File: config.mk
export PLATFORM = sky130hd
export DESIGN_NAME = btb_update_scheduler
export DESIGN_NICKNAME = d
export VERILOG_FILES = /design/src/rtl/btb_pkg.sv /design/src/rtl/btb_upd_match.sv /design/src/rtl/btb_update_scheduler.sv
export SDC_FILE = /design/constraint.sdc
export NUM_CORES = 2
export LEC_CHECK = 0
export BUFFER_PORTS_ARGS = -buffer_cell sky130_fd_sc_hd__buf_2
export CORE_MARGIN = 4
export CORE_UTILIZATION = 29
export CTS_CLUSTER_DIAMETER = 150
export CTS_CLUSTER_SIZE = 12
export DETAILED_ROUTE_END_ITERATION = 16
export PLACE_DENSITY_LB_ADDON = 0.25
export SLEW_MARGIN = 10
export SYNTH_ARGS = -nofsm -noshare
export SYNTH_HDL_FRONTEND = slang
export SYNTH_HIERARCHICAL = 1
export SYNTH_SLANG_ARGS = --single-unit
File: constraint.sdc
create_clock -name clock -period 32.3 [get_ports clock]
set_clock_uncertainty 0.1 [all_clocks]
set_input_delay 1.615 -clock clock [delete_from_list [all_inputs] [get_ports clock]]
set_output_delay 1.615 -clock clock [all_outputs]
set_load 0.005 [all_outputs]
File: src/rtl/btb_pkg.sv
// btb_pkg: shared types and sizing for the BTB update scheduler
package btb_pkg;
  localparam int BTB_UPD_DEPTH = 8;
  localparam int BTB_PC_W = 64;
  typedef struct packed {
    logic [BTB_PC_W-1:0] pc;
    logic [BTB_PC_W-1:0] target;
  } btb_upd_t;
endpackage

File: src/rtl/btb_upd_match.sv
// btb_upd_match: DEPTH-way PC comparator returning a one-hot hit vector over live entries
module btb_upd_match
  import btb_pkg::*;
#(
  parameter int DEPTH = BTB_UPD_DEPTH,
  parameter int PC_W = BTB_PC_W
) (
  input  logic [PC_W-1:0]  pcs [DEPTH],
  input  logic [DEPTH-1:0] live,
  input  logic [PC_W-1:0]  pc,
  output logic [DEPTH-1:0] hit
);
  // an entry hits only while it is still live in the queue
  always_comb begin
    hit = '0;
    for (int i = 0; i < DEPTH; i++) hit[i] = live[i] && pcs[i] == pc;
  end
endmodule

File: src/rtl/btb_update_scheduler.sv
// btb_update_scheduler: circular FIFO of resolved branch targets drained onto two BTB write ports (BTB_UPD_MERGE_EN merges same-PC updates)
module btb_update_scheduler
  import btb_pkg::*;
#(
  parameter int DEPTH = BTB_UPD_DEPTH,
  parameter int PC_W = BTB_PC_W
) (
  input  logic            clock,
  input  logic            reset,
  input  logic            flush,
  input  logic [PC_W-1:0] upd1_pc,
  input  logic [PC_W-1:0] upd1_target,
  input  logic            upd1_valid,
  input  logic [PC_W-1:0] upd2_pc,
  input  logic [PC_W-1:0] upd2_target,
  input  logic            upd2_valid,
  output logic            upd_stall,
  input  logic            btb_busy,
  output logic [PC_W-1:0] pc_idx1,
  output logic [PC_W-1:0] target_pc1,
  output logic            target_pc1_valid,
  output logic [PC_W-1:0] pc_idx2,
  output logic [PC_W-1:0] target_pc2,
  output logic            target_pc2_valid,
  output logic            drop_pulse
);
  localparam int AW = $clog2(DEPTH);
  localparam int CW = AW + 1;
  btb_upd_t mem [DEPTH];
  logic [AW-1:0] head, tail, head1;
  logic [CW-1:0] count, deq, free;
  logic need1, need2, acc1, acc2;
  logic [PC_W-1:0] tgt1;
  assign head1 = head + AW'(1);
  // write ports show the two oldest entries, zeroed whenever that port is not writing
  always_comb begin
    target_pc1_valid = count >= CW'(1) && !btb_busy;
    target_pc2_valid = count >= CW'(2) && !btb_busy;
    pc_idx1 = target_pc1_valid ? mem[head].pc : '0;
    target_pc1 = target_pc1_valid ? mem[head].target : '0;
    pc_idx2 = target_pc2_valid ? mem[head1].pc : '0;
    target_pc2 = target_pc2_valid ? mem[head1].target : '0;
    deq = CW'(target_pc1_valid) + CW'(target_pc2_valid);
    free = CW'(DEPTH) - count + deq;
    upd_stall = count > CW'(DEPTH - 2);
  end
`ifdef BTB_UPD_MERGE_EN
  logic [PC_W-1:0] pcs [DEPTH];
  logic [DEPTH-1:0] live, hit1, hit2, mg1, mg2;
  logic same;
  // live = occupied and not being dequeued this cycle
  always_comb begin
    live = '0;
    for (int i = 0; i < DEPTH; i++) begin
      pcs[i] = mem[i].pc;
      live[i] = {1'b0, AW'(i) - head} >= deq && {1'b0, AW'(i) - head} < count;
    end
  end
  btb_upd_match #(.DEPTH(DEPTH), .PC_W(PC_W)) u_match1 (.pcs(pcs), .live(live), .pc(upd1_pc), .hit(hit1));
  btb_upd_match #(.DEPTH(DEPTH), .PC_W(PC_W)) u_match2 (.pcs(pcs), .live(live), .pc(upd2_pc), .hit(hit2));
  // a hit rewrites the existing entry; equal PCs on both ports collapse into upd1's slot with upd2's target
  always_comb begin
    same = upd1_valid && upd2_valid && upd1_pc == upd2_pc;
    need1 = upd1_valid && !(|hit1);
    need2 = upd2_valid && !(|hit2) && !same;
    tgt1 = same ? upd2_target : upd1_target;
    mg1 = upd1_valid ? hit1 : '0;
    mg2 = upd2_valid && !same ? hit2 : '0;
  end
`else
  // every valid update needs its own entry
  always_comb begin
    need1 = upd1_valid;
    need2 = upd2_valid;
    tgt1 = upd1_target;
  end
`endif
  // admit upd1 then upd2 into space left after this cycle's dequeue; flush discards silently
  always_comb begin
    acc1 = need1 && free != '0;
    acc2 = need2 && free > CW'(acc1);
    drop_pulse = !flush && ((need1 && !acc1) || (need2 && !acc2));
  end
  // pointers and occupancy
  always_ff @(posedge clock or posedge reset)
    if (reset) begin
      head <= '0;
      tail <= '0;
      count <= '0;
    end else if (flush) begin
      head <= '0;
      tail <= '0;
      count <= '0;
    end else begin
      head <= head + AW'(deq);
      tail <= tail + AW'(acc1) + AW'(acc2);
      count <= count - deq + CW'(acc1) + CW'(acc2);
    end
  // entry storage; contents are meaningless outside the head..tail window so no reset
  always_ff @(posedge clock)
    if (!flush && !reset) begin
      if (acc1) mem[tail] <= '{pc: upd1_pc, target: tgt1};
      if (acc2) mem[tail + AW'(acc1)] <= '{pc: upd2_pc, target: upd2_target};
`ifdef BTB_UPD_MERGE_EN
      for (int i = 0; i < DEPTH; i++) begin
        if (mg1[i]) mem[i].target <= tgt1;
        if (mg2[i]) mem[i].target <= upd2_target;
      end
`endif
    end
endmodule

# Word-level counts from Yosys, hierarchy flattened
# Memories as Yosys holds them, arrays and structs flattened.
# Cells that the tools add are included.
# Widths: inputs -> output; s select.
dict set report totals {
  register_bits 10
  latchBits 0
  ram_bits 1024
  romBits 0
  output_inout_bits 260
  wordCells 46
  memories 1
}
dict set report classes {
  addsub 10
  mul 0
  div_mod_pow 0
  magnitude_cmp 4
  eq_ne 0
  shift 0
  n_mux 13
  bitwise 0
  n_reduce_logical 15
}
# name words word_bits rd rd_ports_with_merged_regs wr line
set mem_list {}
lappend mem_list {mem 8 128 2 0 2 btb_update_scheduler.sv:29} ;# btb_upd_t mem [DEPTH];
# operator count
set op_table {}
lappend op_table {{$mux 64} 4}
lappend op_table {{$add 4x1->4} 2}
lappend op_table {{$logic_and 1x1->1} 8}
lappend op_table {{$add 3x1->3} 2}
lappend op_table {{$mux 1} 6}
lappend op_table {{$mux 3} 2}
lappend op_table {{$logic_not 1->1} 5}
lappend op_table {{$add 4x2->4} 1}
lappend op_table {{$ge 4x1->1 const B} 1}
lappend op_table {{$ge 4x2->1 const B} 1}
lappend op_table {{$gt 4x1->1} 1}
lappend op_table {{$gt 4x3->1 const B} 1}
lappend op_table {{$mux 4} 1}
lappend op_table {{$reduce_bool 4->1} 1}
lappend op_table {{$sub 4x2->4} 1}
lappend op_table {{$sub 4x4->4 const A} 1}
lappend op_table {{$add 3x1->3 const B} 1}
lappend op_table {{$add 3x2->3} 1}
lappend op_table {{$add 1x1->2} 1}
lappend op_table {{$logic_or 1x1->1} 1}

# Depth between registers and ports, before layout
dict set report logic_depth {
  ltp_word 12
  depth_mapped 25
  ltp_nobuf 23
}

# Least setup slack after synthesis
# OpenSTA, ideal clock, no wires.
dict set report synth_path {
  kind {input to register}
  startpoint {in btb_busy}
  endpoint {mem mem[0][0] (netlist bit) (enable)}
  arrival_time_ns 13.253
  setup_slack_ns 18.144
  stages 13
  n_path_buf 2
  cell_sequence {a21o_1 > inv_1 > a21oi_1 > clkbuf_1 > clkbuf_1 > inv_1 > ha_1 > ha_1 > nor2_1 > mux2i_1 > a22oi_1 > o21ai_1 > o31ai_1}
}
# item line
set synth_lines {}
lappend synth_lines {{from (decl)} btb_update_scheduler.sv:18} ;# input logic btb_busy,
lappend synth_lines {{to (decl)} btb_update_scheduler.sv:29}

==> impl_metrics.env <==
export IMPL_yosysTopAreaCell="edfxtp_1"
export IMPL_drive_above_1_share=0.450
export IMPL_synth_nets=3898
export IMPL_cts_made_buffers=96
export IMPL_pin_count=522
export IMPL_cts_buffer_depth=3
export IMPL_finalPower_w=0.00484
export IMPL_numClockSinks=1034
export IMPL_endpoint_kind="flop"
export IMPL_cts_hold_buf=0
export IMPL_n_fill_cell=20100
export IMPL_max_vdd_ir_drop_mv=0.0689
export IMPL_syn_area_per_cell_um2=16.6
export IMPL_p_leak_nw=22.1
export IMPL_crit_slowest_cell="and4_4"
export IMPL_cts_tree="built"
export IMPL_areaGrowthSynthToFinish_pct=12.6
export IMPL_avgViaCountPerCell=5.36
export IMPL_synth_seq_cells=1034
export IMPL_async_flop_share=0.00967
export IMPL_cts_root_buf="clkbuf_16"
export IMPL_grt_pass1_vias=38400
export IMPL_criticalPathCategory="input port to flop"
export IMPL_drtPass1Iterations=5
export IMPL_critPathArrivalTime_ps=8700
export IMPL_die_area_um2=215000
export IMPL_drc=0
export IMPL_overflow=0
export IMPL_rsz0062_at_grt="false"
export IMPL_tns_ps=0
export IMPL_port_buffers=521
export IMPL_yosysSeqAreaShare=0.516
export IMPL_post_cts_buffers=0
export IMPL_crit_fanout=42
export IMPL_synth_top_area_frac=0.511
export IMPL_antenna_found_initial=62
export IMPL_clk_latency_ps=730
export IMPL_crit_chain="buf_2, a21o_4, inv_1, a21oi_4, inv_1, ha_1, ha_1, nor2_1, mux2i_1, a22oi_1, o21ai_1, buf_4, inv_1, ha_1, or2_1, and2_4, a32oi_4, and4_4, a41o_4, buf_4, buf_4"
export IMPL_max_stage_delay_ps=950
export IMPL_drtIter0Drc=2784
export IMPL_cp_required_ps=32560
export IMPL_cp_start_kind="input port"
export IMPL_fmax_ghz=0.118
export IMPL_worstHoldPathType="flop to flop"
export IMPL_hold_viol=0
export IMPL_final_antenna_net_count=0
export IMPL_wl_per_cell_um=29.9
export IMPL_grt_max_degree=133
export IMPL_die_y_um=463
export IMPL_finalWorstPathRequiredPeriod_ps=8440
export IMPL_vias=36200
export IMPL_grt_pass1_wl_mm=290
export IMPL_htreeDepth=3
export IMPL_fp_row_count=166
export IMPL_synth_area_leaders="edfxtp_1, mux4_2, mux2_2, mux2_1, mux2i_1"
export IMPL_synth_enable_flop_cells=1024
export IMPL_power_density_nw_per_um2=71.5
export IMPL_drt_wl_total_mm=202
export IMPL_postSynthCellCount=3617
export IMPL_yosys_warnings=6
export IMPL_start_util=0.293
export IMPL_slew_headroom=0.152
export IMPL_nets=4292
export IMPL_maxCapViolations=0
export IMPL_grt_use_total=0.184
export IMPL_setup_viol=0
export IMPL_core_um2=205000
export IMPL_ys_types=45
export IMPL_gp_congestion=0.757
export IMPL_synthFlopType="edfxtp_1"
export IMPL_worstMarginPinSlew_ps=1270
export IMPL_die_w_um=463
export IMPL_hpwl_mm=121
export IMPL_period_share=0.261
export IMPL_ctsResizeCount=0
export IMPL_status="finished clean"
export IMPL_drv_slew=0
export IMPL_syn_area_um2=60100
export IMPL_clk_pin_slew_worst_paths_ps=70
report_power, final:
group	internal, W	switching, W	total [W]	leakage (nW)
Clock	0.000546	0.000526	0.00107	1.26
Sequential	0.00160	0.0000596	0.00166	9.37
Combinational	0.000937	0.00117	0.00210	11.4
flip-flops by register name (all words and copies together) (netlist names):
register  count
count         4
mem        1024
head          3
tail          3
synthesized netlist by cell type (all sizes together), types with 3 or more instances:
library cell,count
xnor2,4
clkbuf,96
and4,4
inv,13
mux4,512
buf,203
xor2,5
nor2b,11
edfxtp,1024
mux2i,130
a21oi,132
ha,18
dfrtp,10
nor2,137
nand2,260
o21ai,3
mux2,1024
nand3,7
layer usage:
layer  GRT usage  vias up  share of wire
met3      0.0349      282          0.051
met5           0        -        0.00077
met1       0.225    19400           0.40
li1            -    15500              -
met2       0.328      972           0.51
met4      0.0575       26          0.033
path summary, 6_finish.rpt:
path / startpoint / to / cells past startpoint / slack (ps)
worst max-delay path: btb_busy / mem[3][72] / 21 / 23860
worst min-delay path: count[3] / count[3] / 4 / 720
worst max register to register: count[2] / mem[3][72] / 22 / 24100
worst min register to register: count[3] / count[3] / 4 / 720
max in group asynchronous: reset / head[0] / 2 / 30940
min in group asynchronous: reset / count[3] / 2 / 820
cells by family after synthesis:
kind of cell,count (synthesis),share of synthesized area
fa+ha+maj,19,0.00408
simple gates,430,0.0288
compound gates,147,0.0132
flops,1034,0.516
mux,1666,0.405
buf+inv,312,0.0318
xor+xnor,9,0.00131
cell usage in the layout (no fill, tap or decap), drive strengths merged, types with 3 or more instances in the layout:
| cell type | Yosys | final |
|---|---|---|
| nand3 | 7 | 7 |
| mux2 | 1024 | 1024 |
| nor2b | 11 | 11 |
| ha | 18 | 18 |
| xnor2 | 4 | 4 |
| and4 | 4 | 4 |
| clkbuf | 96 | 116 |
| buf | 203 | 595 |
| dfrtp | 10 | 10 |
| o21ai | 3 | 3 |
| xor2 | 5 | 5 |
| edfxtp | 1024 | 1024 |
| mux4 | 512 | 512 |
| mux2i | 130 | 130 |
| nor2 | 137 | 137 |
| diode | 0 | 32 |
| a21oi | 132 | 132 |
| nand2 | 260 | 260 |
| inv | 13 | 17 |
critical path, delay by kind of cell:
family | cells | cell delay (ps)
adders and majority gates | 3 | 870
and+or+nand+nor | 4 | 1550
muxes | 1 | 370
AOI/OAI and AO/OA | 6 | 2020
buffers and inverters | 7 | 2120
stage by stage:
step	hold WS (ps)	setup slack [ps]	std cells	utilization	instance area (um2)
floorplan	508	18140	3617	-	60100
global placement	700	23030	6601	0.317	65100
detailed placement	702	23040	6601	0.317	65100
CTS	722	23850	6724	0.329	67600
global route	772	23530	6732	0.329	67700
finish	723	23860	6756	0.330	67700
final cells by class:
class                   instances  area, um2  share of cell area
well taps                    2688       3360              0.0497
multi-input cells            2271      27400               0.404
diodes                         32       80.1             0.00118
repair buffers                595       3250              0.0480
clock inverters                 7       73.8             0.00109
clock buffers                 116       2500              0.0369
flip-flops and latches       1034      31000               0.458
inverters                      13       48.8            0.000721
Note: power is estimated with default switching activity, not from simulation.
